### config.mk
export PLATFORM = sky130hd
export DESIGN_NAME = demux1to4_reg
export DESIGN_NICKNAME = d
export VERILOG_FILES = /design/src/rtl/demux1to4_reg.sv
export SDC_FILE = /design/constraint.sdc
export NUM_CORES = 1
export LEC_CHECK = 0
export ABC_CLOCK_PERIOD_IN_PS = 1600
export BUFFER_PORTS_ARGS = -buffer_cell sky130_fd_sc_hd__buf_2
export CORE_MARGIN = 5
export CORE_UTILIZATION = 25
export DETAILED_ROUTE_END_ITERATION = 8
export PLACE_DENSITY = 0.5
export REMOVE_ABC_BUFFERS = 1
export SYNTH_ARGS = -nofsm -noshare
export SYNTH_HDL_FRONTEND = slang
export SYNTH_SLANG_ARGS = --single-unit
### constraint.sdc
create_clock -name clk_in -period 1.6 [get_ports clk_in]
set_clock_uncertainty 0.15 [all_clocks]
set_input_delay 0 -clock clk_in [delete_from_list [all_inputs] [get_ports clk_in]]
set_output_delay 0 -clock clk_in [all_outputs]
set_load 0.005 [all_outputs]
### src/rtl/demux1to4_reg.sv
// Registered 1-to-4 demultiplexer with valid/ready on the input and on each output channel.
// Optional accept counter and stall flag when DEMUX1TO4_COUNT_EN is defined.
module demux1to4_reg #(
  parameter int unsigned W            = 32,
  parameter logic [31:0] DEFAULT_DATA = 32'h003FFFFC
) (
  input  logic         clk_in,
  input  logic         rst_n_in,
  input  logic [1:0]   select_in,
  input  logic [W-1:0] data_in,
  input  logic         valid_in,
  output logic         ready_out,
  output logic [W-1:0] data0_out,
  output logic [W-1:0] data1_out,
  output logic [W-1:0] data2_out,
  output logic [W-1:0] data3_out,
  output logic         valid0_out,
  output logic         valid1_out,
  output logic         valid2_out,
  output logic         valid3_out,
  input  logic         ready0_in,
  input  logic         ready1_in,
  input  logic         ready2_in,
  input  logic         ready3_in
`ifdef DEMUX1TO4_COUNT_EN
  ,
  output logic [15:0]  accept_count_out,
  output logic [0:0]   stall_out
`endif
);

  localparam int unsigned NCH = 4;
  localparam logic [W-1:0] DEF_DATA = W'(DEFAULT_DATA);

  typedef enum logic {
    EMPTY = 1'b0,
    FULL  = 1'b1
  } ch_state_t;

  ch_state_t    state_q [NCH];
  logic [W-1:0] data_q  [NCH];

  logic [NCH-1:0] valid_ch;
  logic [NCH-1:0] ready_ch;
  logic [NCH-1:0] accept;
  logic [NCH-1:0] drain;

  assign ready_ch = {ready3_in, ready2_in, ready1_in, ready0_in};

  // Input is accepted whenever the selected channel is empty or draining this cycle.
  assign ready_out = !valid_ch[select_in] || ready_ch[select_in];

  always_comb begin
    valid_ch = '0;
    accept   = '0;
    drain    = '0;
    for (int i = 0; i < NCH; i++) begin
      valid_ch[i] = (state_q[i] == FULL);
      accept[i]   = valid_in && ready_out && (select_in == 2'(i));
      drain[i]    = valid_ch[i] && ready_ch[i];
    end
  end

  // Per-channel one-entry holding register; drain and reload in one cycle keeps FULL.
  always_ff @(posedge clk_in or negedge rst_n_in) begin
    if (!rst_n_in) begin
      for (int i = 0; i < NCH; i++) begin
        state_q[i] <= EMPTY;
        data_q[i]  <= DEF_DATA;
      end
    end else begin
      for (int i = 0; i < NCH; i++) begin
        case (state_q[i])
          EMPTY: if (accept[i]) state_q[i] <= FULL;
          FULL:  if (drain[i] && !accept[i]) state_q[i] <= EMPTY;
        endcase
        if (accept[i]) data_q[i] <= data_in;
      end
    end
  end

  assign data0_out  = data_q[0];
  assign data1_out  = data_q[1];
  assign data2_out  = data_q[2];
  assign data3_out  = data_q[3];
  assign valid0_out = valid_ch[0];
  assign valid1_out = valid_ch[1];
  assign valid2_out = valid_ch[2];
  assign valid3_out = valid_ch[3];

`ifdef DEMUX1TO4_COUNT_EN
  logic [15:0] count_q;

  // Free-running accept counter, wraps naturally at 16 bits.
  always_ff @(posedge clk_in or negedge rst_n_in) begin
    if (!rst_n_in) begin
      count_q <= '0;
    end else if (valid_in && ready_out) begin
      count_q <= count_q + 16'd1;
    end
  end

  assign accept_count_out = count_q;
  assign stall_out        = valid_in && !ready_out;
`endif

endmodule
==> summary.txt, run 1 <==
Global route
  • Global-route wire length before repair: between 20 and 25 mm
  • Pin count of the biggest net entering global routing: 39
  • Number of global-route vias before repair: around 3800
  • All-layer global routing usage: 11.27%
  • Initial antenna violation count: 0
  • Grt ovf: 0

Yosys
  • Yosys warning total: 0
  • Synth unique cells: 17
  • Gate Count Post-Synth: between 200 and 300
  • Area contributors post-synth: dfstp_2 (41%), mux2_2 (27%), dfrtp_1 (26%)
  • Avg Cell Area, Syn: 17.47 µm²
  • #FFs+latches synth: approximately 130
  • Mapped Area: between 5000 and 6000 µm²
  • Sequential-to-total area share from yosys stat: around two thirds
  • Dominant cell type by area after synthesis: dfstp_2
  • Synth top area share: between 40% and 50%

Critical path
  • Critical path endpoint category: output port
  • Kind of critical path: flip-flop to output port
  • Largest stage delay, worst path: 490 ps
  • CP bufs+invs: 2
  • CP max stage cell: mux4_2
  • Worst path arrival time: around 1600 ps
  • Startpoint class of the critical path: flip-flop
  • WP data required: ~1500 ps
  • Cells along the critical path: nand2b_1, buf_4, mux4_2, buf_6
  • Largest driver fanout on the critical path: 2
  • Delay-heaviest family, CP: multiplexers

Detailed routing
  • Final wirelength: roughly 15 mm
  • Vias: about 3400
  • DRC errors left: 0
  • Via-per-instance ratio: about 4.2
  • Initial DRC Count: a little under 60
  • Pre-Repair DR Iteration Count: 4
  • Wire per inst: 17.66 µm
  • Post-route ant nets: 0

Timing
  • Fin. Hold Viols: 1
  • RSZ-0062 raised after global routing: yes
  • Post-route minimum period: between 1500 and 2000 ps
  • Tightest Pin Transition: ~390 ps
  • Slew Limit Headroom: about three quarters
  • Worst setup margin: -163.6 ps
  • Setup TNS: -2671 ps
  • Final period util: 110.2%
  • Hold_ws: -227.7 ps
  • Slew Viols, Final: 0
  • Setup violators final: 59
  • Fmax: 567.0 MHz

Clocking
  • Clock tree sinks: approximately 130
  • CTS buffer count: 17
  • Later-pin clock latency in the skew report: 400 ps
  • CTS clock-pin slew for the worst setup and hold paths: about 60 ps
  • CTS H-tree lvls: 4
  • Hold-fix buffers, CTS: between 40 and 50
  • CTS root buf: clkbuf_16
  • CTS tree: yes
  • Clock Path Buffers: 2

Outcome
  • Failing checks: hold timing, setup timing
  • Outcome: complete, but fails checks

Cells and area
  • Commonest non-fill, non-tap cell in the layout: buf_2
  • Post-route cell area: 7981 µm²
  • Most frequent cells in the layout: buf_2 (171), dfstp_2 (80), mux2_4 (68)
  • Layout cell share with drive strength beyond 1: roughly 80%
  • Area grow syn2layout: 56.50%
  • Inserted Diodes: 0
  • Nets: about 590

Placement
  • GPL Wtd Cong: between 0.7 and 0.8
  • Port buffer count: between 150 and 200
  • DP Area: between 6000 and 7000 µm²
  • Post-DP HPWL: just over 9 mm
  • Setup WS pre-CTS: -8.477 ps

Floorplan
  • Ports: roughly 170
  • Die footprint: approximately 23000 µm²
  • Die Height: about 150 µm
  • Die X: about 150 µm
  • Effective utilization at floorplan: ~25%
  • Cell Rows: 52
  • CORE AREA: between 20000 and 25000 µm²

Power
  • Power density cells: ~1300 nW/µm²
  • LEAKAGE: 3.691 nW
  • Maximum vdd drop: slightly below 0.7 mV

Job
  • Max cap viols: 0

Worst hold path
  • HP Class: input port to flip-flop
-- cells by family (layout without fill, tap and decap cells) --
group	count (synthesis)	in the layout	synth area share [%]
muxes	129	129	28.70
DFF	132	132	66.73
AOI/OAI and AO/OA	1	1	0.09804
buffers and inverters	15	279	2.576
and+or+nand+nor	15	15	1.889
-- repair_timing --
action | 4_1_cts | 5_1_grt
gates resized for setup | 30 | 48
pin swaps | 0 | 1
endpoints found under the setup margin | 23 | 104
cloned | 2 | 6
hold endpoints to repair | 194 | 1
setup buffers | 5 | 4
-- path summary, 6_finish.rpt --
check	from	to	slack, ps	depth (start not counted)
max	valid1_out	ready_out	-160	4
min	ready3_in	valid3_out	-230	3
max reg2reg	valid1_out	data1_out[31]	-160	7
min reg2reg	data3_out[22]	data3_out[22]	350	1
max in group asynchronous	rst_n_in	data0_out[14]	230	4
min in group asynchronous	rst_n_in	valid3_out	480	3
-- worst reg2reg max path: cells and delay by family, from the launching register on --
family / cells / cell delay (ps)
DFF: 1 / 380
and+or+nand+nor: 2 / 280
buffers and inverters: 4 / 530
muxes: 1 / 300
-- layout make-up --
class	count	area, µm²
Fill cell	1932	12190
Clock inverter	11	115.1
Multi-Input combinational cell	145	1833
Tap cell	270	337.8
Timing Repair Buffer	248	1856
Clock buffer	20	436.7
Sequential cell	132	3403
-- metal layers --
layer  share of wire (%)  vias up  track usage, %
met3                 6.1       14           4.495
met2                  48      121           18.38
met1                  44     1778           13.97
met5                   0        -               0
met4                 1.5        0           3.055
li1                    -     1532               -
-- synthesized netlist by cell type --
| cell type | count |
|---|---|
| buf_2 | 5 |
| nand2b_1 | 4 |
| and3_1 | 1 |
| mux2_2 | 124 |
| nor2b_2 | 1 |
| o21ai_0 | 1 |
| mux4_2 | 1 |
| mux2_1 | 4 |
| nand3b_1 | 1 |
| dfrtp_1 | 52 |
| buf_6 | 9 |
| nand3_1 | 1 |
| nor3b_4 | 1 |
| clkbuf_2 | 1 |
| dfstp_2 | 80 |
| nor2b_1 | 1 |
| nand2_1 | 5 |
-- report_power, final --
part	leakage, nW	internal [mW]	switching, mW	total [mW]
clock network	0.261	2.27	1.40	3.67
registers	1.46	4.35	0.375	4.72
logic	1.97	1.41	0.827	2.24
-- registers in the layout, indices dropped and copies added, names as in the netlist --
signal,flops
valid0_out,1
data1_out,32
valid1_out,1
valid3_out,1
data0_out,32
valid2_out,1
data2_out,32
data3_out,32
-- through the flow --
step / util [%] / std cells / total power [mW]
floorplan: - / 277 / 5.477
global placement: 31.89 / 738 / 6.563
detailed placement: 31.89 / 738 / 6.623
CTS: 37.71 / 817 / 10.60
global route: 39.57 / 826 / 11.15
finish: 39.57 / 826 / 10.63
Power figures use the tool's default switching activity.
==> run 2, diff against run 1 <==
--- a/config.mk
+++ b/config.mk
@@ -5,12 +5,13 @@
 export SDC_FILE = /design/constraint.sdc
 export NUM_CORES = 1
 export LEC_CHECK = 0
-export ABC_CLOCK_PERIOD_IN_PS = 1600
+export ABC_AREA = 1
+export ABC_CLOCK_PERIOD_IN_PS = 2200
 export BUFFER_PORTS_ARGS = -buffer_cell sky130_fd_sc_hd__buf_2
 export CORE_MARGIN = 5
 export CORE_UTILIZATION = 25
 export DETAILED_ROUTE_END_ITERATION = 8
-export PLACE_DENSITY = 0.5
+export PLACE_DENSITY = 0.48
 export REMOVE_ABC_BUFFERS = 1
 export SYNTH_ARGS = -nofsm -noshare
 export SYNTH_HDL_FRONTEND = slang
==> constraint.sdc (replaced) <==
create_clock -name clk_in -period 2.2 [get_ports clk_in]
set_clock_uncertainty 0.15 [all_clocks]
set_input_delay 0 -clock clk_in [delete_from_list [all_inputs] [get_ports clk_in]]
set_output_delay 0 -clock clk_in [all_outputs]
set_load 0.005 [all_outputs]
==> summary.txt, run 2 <==
Outcome
  • Outcome: complete, no violations

Placement
  • DP Area: 6819 µm² (+6.0%)
  • GPL Wtd Cong: 0.6851 (-4.6%)
  • Port buffer count: 173 (unchanged)
  • Post-DP HPWL: 12.13 mm (+34%)

Timing
  • Slew Viols, Final: 0 (unchanged)
  • Final period util: between 80 and 90%
  • Tightest Pin Transition: 662.5 ps (+269.7 ps)
  • Setup violators final: 0 (-100%)
  • Post-route minimum period: 1944 ps
  • Slew Limit Headroom: 55.69% (-18 points)
  • RSZ-0062 raised after global routing: no
  • Fin. Hold Viols: 0 (-1)
  • Setup TNS: 0 ps (+2671 ps)
  • Fmax: ~500 MHz

Cells and area
  • Area grow syn2layout: 35.58%
  • Area of the multi-input gates: 1992 µm² (+8.7%)
  • Commonest non-fill, non-tap cell in the layout: nand2_1
  • Nets: 840 (+44%)
  • Layout cell share with drive strength beyond 1: 37.93% (-42 points)
  • Inserted Diodes: 0 (unchanged)
  • Most frequent cells in the layout: nand2_1 (268), buf_2 (171), nand4_1 (128)
  • Register area: 3403 µm² (unchanged)
  • Fill cell count: 2341 (+21%)
  • Post-route cell area: 7814 µm² (-2.1%)

Detailed routing
  • Final wirelength: 19.11 mm (+31%)
  • Vias: 5033 (+46%)
  • DRC errors left: 0 (unchanged)
  • Post-route ant nets: 0 (unchanged)
  • Wire per inst: 17.42 µm (-1.4%)
  • Via-per-instance ratio: 4.588 (+10%)
  • Initial DRC Count: 283 (+380%)
  • Pre-Repair DR Iteration Count: 5 (+1)

Yosys
  • Sequential-to-total area share from yosys stat: 59.05% (-7.7 points)
  • Async set-reset flop share out of synthesis: 100.0% (unchanged)
  • Most frequent cell after synthesis: nand2_1
  • Area contributors post-synth: dfstp_2 (36%), dfrtp_1 (23%), nand2_1 (17%)
  • Yosys warning total: 0 (unchanged)
  • #FFs+latches synth: 132 (unchanged)
  • Gate Count Post-Synth: 607 (+110%)
  • Ys flop type: dfstp_2
  • Mapped Area: 5763 µm² (+13%)
  • Dominant cell type by area after synthesis: dfstp_2
  • Post-synth EDFFs: 0 (unchanged)
  • Top cells by count, synth: nand2_1 (268), nand4_1 (128), dfstp_2 (80), dfrtp_1 (52), buf_2 (22)
  • Avg Cell Area, Syn: 9.494 µm² (-46%)
  • Synth top area share: 36.47% (-4.7 points)
  • Synth unique cells: 21 (+4)

Power
  • LEAKAGE: 3.977 nW (+7.8%)
  • Maximum vdd drop: 0.4186 mV (-38%)
  • Power density cells: 993.2 nW/µm² (-25%)

Critical path
  • Worst path arrival time: 1790 ps (+180 ps)
  • WP data required: 2050 ps (+600 ps)
  • Critical path endpoint category: output port
  • Startpoint class of the critical path: flip-flop
  • Kind of critical path: flip-flop to output port
  • Largest driver fanout on the critical path: 37 (+35)
  • Reg2reg setup slack: 370 ps (+530 ps)
  • Worst Setup SP: valid1_out
  • Worst r2r src: valid1_out

Floorplan
  • CORE AREA: 22640 µm² (+12%)
  • Cell Rows: 55 (+5.8%)
  • Die Height: 161.8 µm (+5.9%)
  • Die X: 161.8 µm (+5.9%)
  • Effective utilization at floorplan: 25.45% (+0.17 points)
  • Ports: 174 (unchanged)
  • Die footprint: 26190 µm² (+12%)

Global route
  • Pin count of the biggest net entering global routing: 63 (+62%)
  • Grt ovf: 0 (unchanged)
  • All-layer global routing usage: 14.84% (+3.6 points)
  • Number of global-route vias before repair: 5213 (+38%)
  • Global-route wire length before repair: 30.85 mm (+46%)
  • Initial antenna violation count: 0 (unchanged)

Clocking
  • CTS tree: yes
  • CTS H-tree lvls: 4 (unchanged)
  • Post-CTS Repair Setup Buffers: 0 (-5)
  • Clock Path Buffers: 2 (unchanged)
  • CTS buffer count: 17 (unchanged)
  • CTS root buf: clkbuf_16
  • Later-pin clock latency in the skew report: 410 ps (about the same)
  • Clock tree sinks: 132 (unchanged)
  • CTS clock-pin slew for the worst setup and hold paths: 60 ps (about the same)

Worst hold path
  • Min-Delay Startpoint: select_in[1]
  • HP Class: input port to flip-flop

Job
  • Max cap viols: 0 (unchanged)
run 2: cell count changes after synthesis, sizes merged, moves of 2 or more:
| cell | delta |
|---|---|
| mux2 | -128 |
| nor2b | -2 |
| buf | +28 |
| o21ai | +3 |
| nand2 | +265 |
| nand2b | -4 |
| nand4 | +128 |
| clkbuf | +12 |
| inv | +7 |
| nor2 | +4 |
| nand3 | +6 |
run 2: repair_timing:
| item | in CTS | in global routing |
|---|---|---|
| hold buffers | 39 | 0 |
| hold endpoints to repair | 205 | 0 |
| resized for setup | 0 | 1 |
| endpoints found under the setup margin | 0 | 1 |
run 2: routing by layer:
layer / GRT usage, % / share of wire [%] / vias to the layer above
met5: 0 / 0 / -
met4: 3.576 / 0.65 / 0
met3: 4.466 / 6.2 / 15
met2: 22.72 / 46 / 159
met1: 20.68 / 47 / 2413
li1: - / - / 2446
run 2: final cells by class:
| type | count | share of cell area (%) |
|---|---|---|
| timing repair buffer | 228 | 18.37 |
| sequential | 132 | 43.55 |
| clock buffer | 25 | 6.485 |
| clock inverter | 7 | 1.201 |
| inverter | 7 | 0.3363 |
| tap | 285 | 4.564 |
| multi-input combinational | 413 | 25.49 |
run 2: worst paths after layout:
| check | cells after the start | end |
|---|---|---|
| min | 5 | data1_out[7] |
| max reg2reg | 8 | data2_out[1] |
| max | 7 | ready_out |
| max in group asynchronous | 3 | data2_out[29] |
| min in group asynchronous | 2 | data0_out[11] |
| min reg2reg | 2 | data0_out[3] |
run 2: kinds of logic after synthesis:
group | count (synthesis) | synth area share, %
buffers and inverters | 62 | 6.643
AO/OA/AOI/OAI | 4 | 0.3474
flip-flops | 132 | 59.05
AND/OR/NAND/NOR | 409 | 33.96
run 2: report_power, final:
| part | leakage (nW) | total [mW] | internal, mW | switching [mW] |
|---|---|---|---|---|
| clock | 0.289 | 2.90 | 1.83 | 1.07 |
| combinational | 2.20 | 1.46 | 0.635 | 0.821 |
| sequential | 1.49 | 3.41 | 3.12 | 0.284 |
run 2: per-stage QoR:
step                instances  total power [mW]  hold slack [ps]  worst slack, ps  util, %
finish                   1097             7.760            114.2            256.2    34.51
global route             1097             8.240            138.0            102.8    34.51
CTS                      1097             7.903            99.13            101.5    34.50
detailed placement       1026             4.885           -131.0            322.6    30.12
global placement         1026             4.869           -125.9            359.5    30.12
floorplan                 552             3.946           -445.6            208.3        -
run 2: critical path, cell delays in order (launching register included):
cell,delay [ps]
dfrtp_1,390
nand2_1,60
nand2_1,50
nand2_1,60
nand2_2,80
nand2_8,210
buf_6,310
buf_2,170
==> run 3, diff against run 2 <==
--- a/config.mk
+++ b/config.mk
@@ -13,6 +13,7 @@
 export DETAILED_ROUTE_END_ITERATION = 8
 export PLACE_DENSITY = 0.48
 export REMOVE_ABC_BUFFERS = 1
+export SETUP_SLACK_MARGIN = 0.4
 export SYNTH_ARGS = -nofsm -noshare
 export SYNTH_HDL_FRONTEND = slang
 export SYNTH_SLANG_ARGS = --single-unit
==> summary.txt, run 3 (synthesis gave the netlist of run 2 again) <==
Critical path
  • R2r endpoint: data2_out[22]
  • Critical path endpoint category: output port
  • Largest driver fanout on the critical path: 7 (-81%)
  • WP data required: 2050 ps (about the same)
  • Worst r2r src: valid3_out
  • Kind of critical path: flip-flop to output port
  • Cell count of the worst reg-to-reg path: 11 (+3)
  • Worst path arrival time: 1560 ps (-230 ps)
  • Reg2reg setup slack: 490 ps (+120 ps)
  • Startpoint class of the critical path: flip-flop

Outcome
  • Outcome: complete, no violations

Timing
  • Fmax: 584.0 MHz (+14%)
  • Final period util: 77.83% (-11 points)
  • RSZ-0062 raised after global routing: yes
  • Setup TNS: 0 ps (unchanged)
  • Slew Limit Headroom: 55.03% (-0.65 points)
  • Tightest Pin Transition: 674.5 ps (+12.00 ps)
  • Post-route minimum period: 1712 ps (-231.6 ps)
  • Slew Viols, Final: 0 (unchanged)
  • Setup violators final: 0 (unchanged)
  • Fin. Hold Viols: 0 (unchanged)

Clocking
  • CTS root buf: clkbuf_16
  • CTS tree: yes
  • CTS clock-pin slew for the worst setup and hold paths: 60 ps (about the same)
  • Clock Path Buffers: 2 (unchanged)
  • Later-pin clock latency in the skew report: 400 ps (about the same)
  • CTS buffer count: 17 (unchanged)
  • Clock tree sinks: 132 (unchanged)
  • CTS H-tree lvls: 4 (unchanged)

Floorplan
  • Die X: 161.8 µm (unchanged)
  • CORE AREA: 22640 µm² (unchanged)
  • Die Height: 161.8 µm (unchanged)
  • Die footprint: 26190 µm² (unchanged)
  • Ports: 174 (unchanged)
  • Effective utilization at floorplan: 25.45% (unchanged)
  • Cell Rows: 55 (unchanged)

Global route
  • GR Util met1: 20.86% (+0.18 points)
  • Number of global-route vias before repair: 5238 (+0.48%)
  • All-layer global routing usage: 15.08% (+0.24 points)
  • Grt ovf: 0 (unchanged)
  • Pin count of the biggest net entering global routing: 63 (unchanged)
  • Global-route wire length before repair: 31.23 mm (+1.2%)
  • Busiest grt layer: met2
  • Initial antenna violation count: 0 (unchanged)
  • Met2 Use GR: 23.36% (+0.65 points)
  • Met3 Resource Use GR: 4.466% (unchanged)

Power
  • Power density cells: 967.1 nW/µm² (-2.6%)
  • Sw frac: 28.26% (+0.26 points)
  • Maximum vdd drop: 0.4178 mV (-0.20%)
  • Share of power burned in registers: 43.3% (-0.6 points)
  • Final Power: 7.882 mW (+1.6%)
  • Clock Power Share: 36.9% (-0.4 points)
  • LEAKAGE: 4.159 nW (+4.6%)
  • Psw: 2.227 mW (+2.5%)
  • Comb pwr share: 19.8% (+1.0 points)
  • P_int: 5.655 mW (+1.2%)

Placement
  • Port buffer count: 173 (unchanged)
  • GPL Wtd Cong: 0.6851 (unchanged)
  • Post-DP HPWL: 12.13 mm (unchanged)

Detailed routing
  • Via-per-instance ratio: 4.603 (+0.33%)
  • Wire per inst: 18.41 µm (+5.7%)
  • Final wirelength: 20.69 mm (+8.3%)
  • Initial DRC Count: 338 (+19%)
  • Post-route ant nets: 0 (unchanged)
  • Pre-Repair DR Iteration Count: 5 (unchanged)
  • DRC errors left: 0 (unchanged)
  • Vias: 5174 (+2.8%)

Cells and area
  • Layout cell share with drive strength beyond 1: 40.05% (+2.1 points)
  • Commonest non-fill, non-tap cell in the layout: nand2_1
  • Fill cell count: 2320 (-0.90%)
  • Register area: 3403 µm² (unchanged)
  • Nets: 867 (+3.2%)
  • Area grow syn2layout: 41.42%
  • Area of the multi-input gates: 2038 µm² (+2.3%)
  • Most frequent cells in the layout: nand2_1 (267), buf_2 (171), nand4_1 (128)
  • Inserted Diodes: 0 (unchanged)

Worst hold path
  • HP Class: input port to flip-flop
  • Worst Hold Endpoint: data1_out[7]
  • Min-Delay Startpoint: select_in[1]
  • Hold path cells: 5 (unchanged)

Job
  • Max cap viols: 0 (unchanged)
run 3: area by class of cell:
cell class / instances / area share, %
Multi-Input combinational cell: 416 / 25.01
Clock buffer: 25 / 6.217
Sequential cell: 132 / 41.76
Timing Repair Buffer: 252 / 21.17
Clock inverter: 7 / 1.151
Tap cell: 285 / 4.375
Inverter: 7 / 0.3224
run 3: timing repair:
item                                    CTS  global route
pin swaps                                 2             3
endpoints found under the setup margin   73           135
hold endpoints to repair                205             0
cloned                                    1             4
buffers inserted                          1            21
hold buffers                             39             0
gates resized for setup                   3            11
run 3: worst max-delay path by stage:
| stage | startpoint | to | slack, ps | cells past startpoint |
|---|---|---|---|---|
| 2_1_floorplan | select_in[1] | data2_out[0] | 210 | 5 |
| 3_3_place_gp | select_in[0] | data1_out[22] | 360 | 10 |
| 3_5_place_dp | valid1_out | data1_out[25] | 320 | 8 |
| 4_1_cts | valid1_out | data1_out[0] | 340 | 8 |
| 5_1_grt | valid2_out | data2_out[26] | 370 | 11 |
| 6_report | valid3_out | ready_out | 490 | 8 |
run 3: worst max-delay path, cell delays in order (launching register included):
cell	delay [ps]
dfrtp_1	360
nand2_1	60
nand2_1	70
nand2_1	80
nand2_4	100
nand2_8	80
buf_4	160
buf_16	130
buf_2	120
run 3: metal layers:
layer | wire, µm | vias up
met4 | 179 | 0
met5 | 0 | -
met1 | 9697 | 2484
met3 | 1286 | 14
met2 | 9525 | 170
li1 | - | 2506
run 3: power groups by stage:
stage          combinational, mW  clock [mW]  sequential [mW]
6_report                    1.56        2.91             3.41
5_1_grt                     1.77        3.11             3.47
4_1_cts                     1.51        2.99             3.42
3_5_place_dp                1.44           0             3.44
3_3_place_gp                1.42           0             3.45
2_1_floorplan              0.501           0             3.45
run 3: per-stage QoR:
| stage | std cells | instance area, µm² | setup WS, ps | hold WS, ps | utilization [%] |
|---|---|---|---|---|---|
| 2_1_floorplan | 552 | 5406 | 208.3 | -445.6 | - |
| 3_3_place_gp | 1026 | 6819 | 359.5 | -125.9 | 30.12 |
| 3_5_place_dp | 1026 | 6819 | 322.6 | -131.0 | 30.12 |
| 4_1_cts | 1099 | 7841 | 336.0 | 97.38 | 34.63 |
| 5_1_grt | 1124 | 8150 | 368.0 | 161.4 | 36.00 |
| 6_report | 1124 | 8150 | 487.8 | 134.3 | 36.00 |
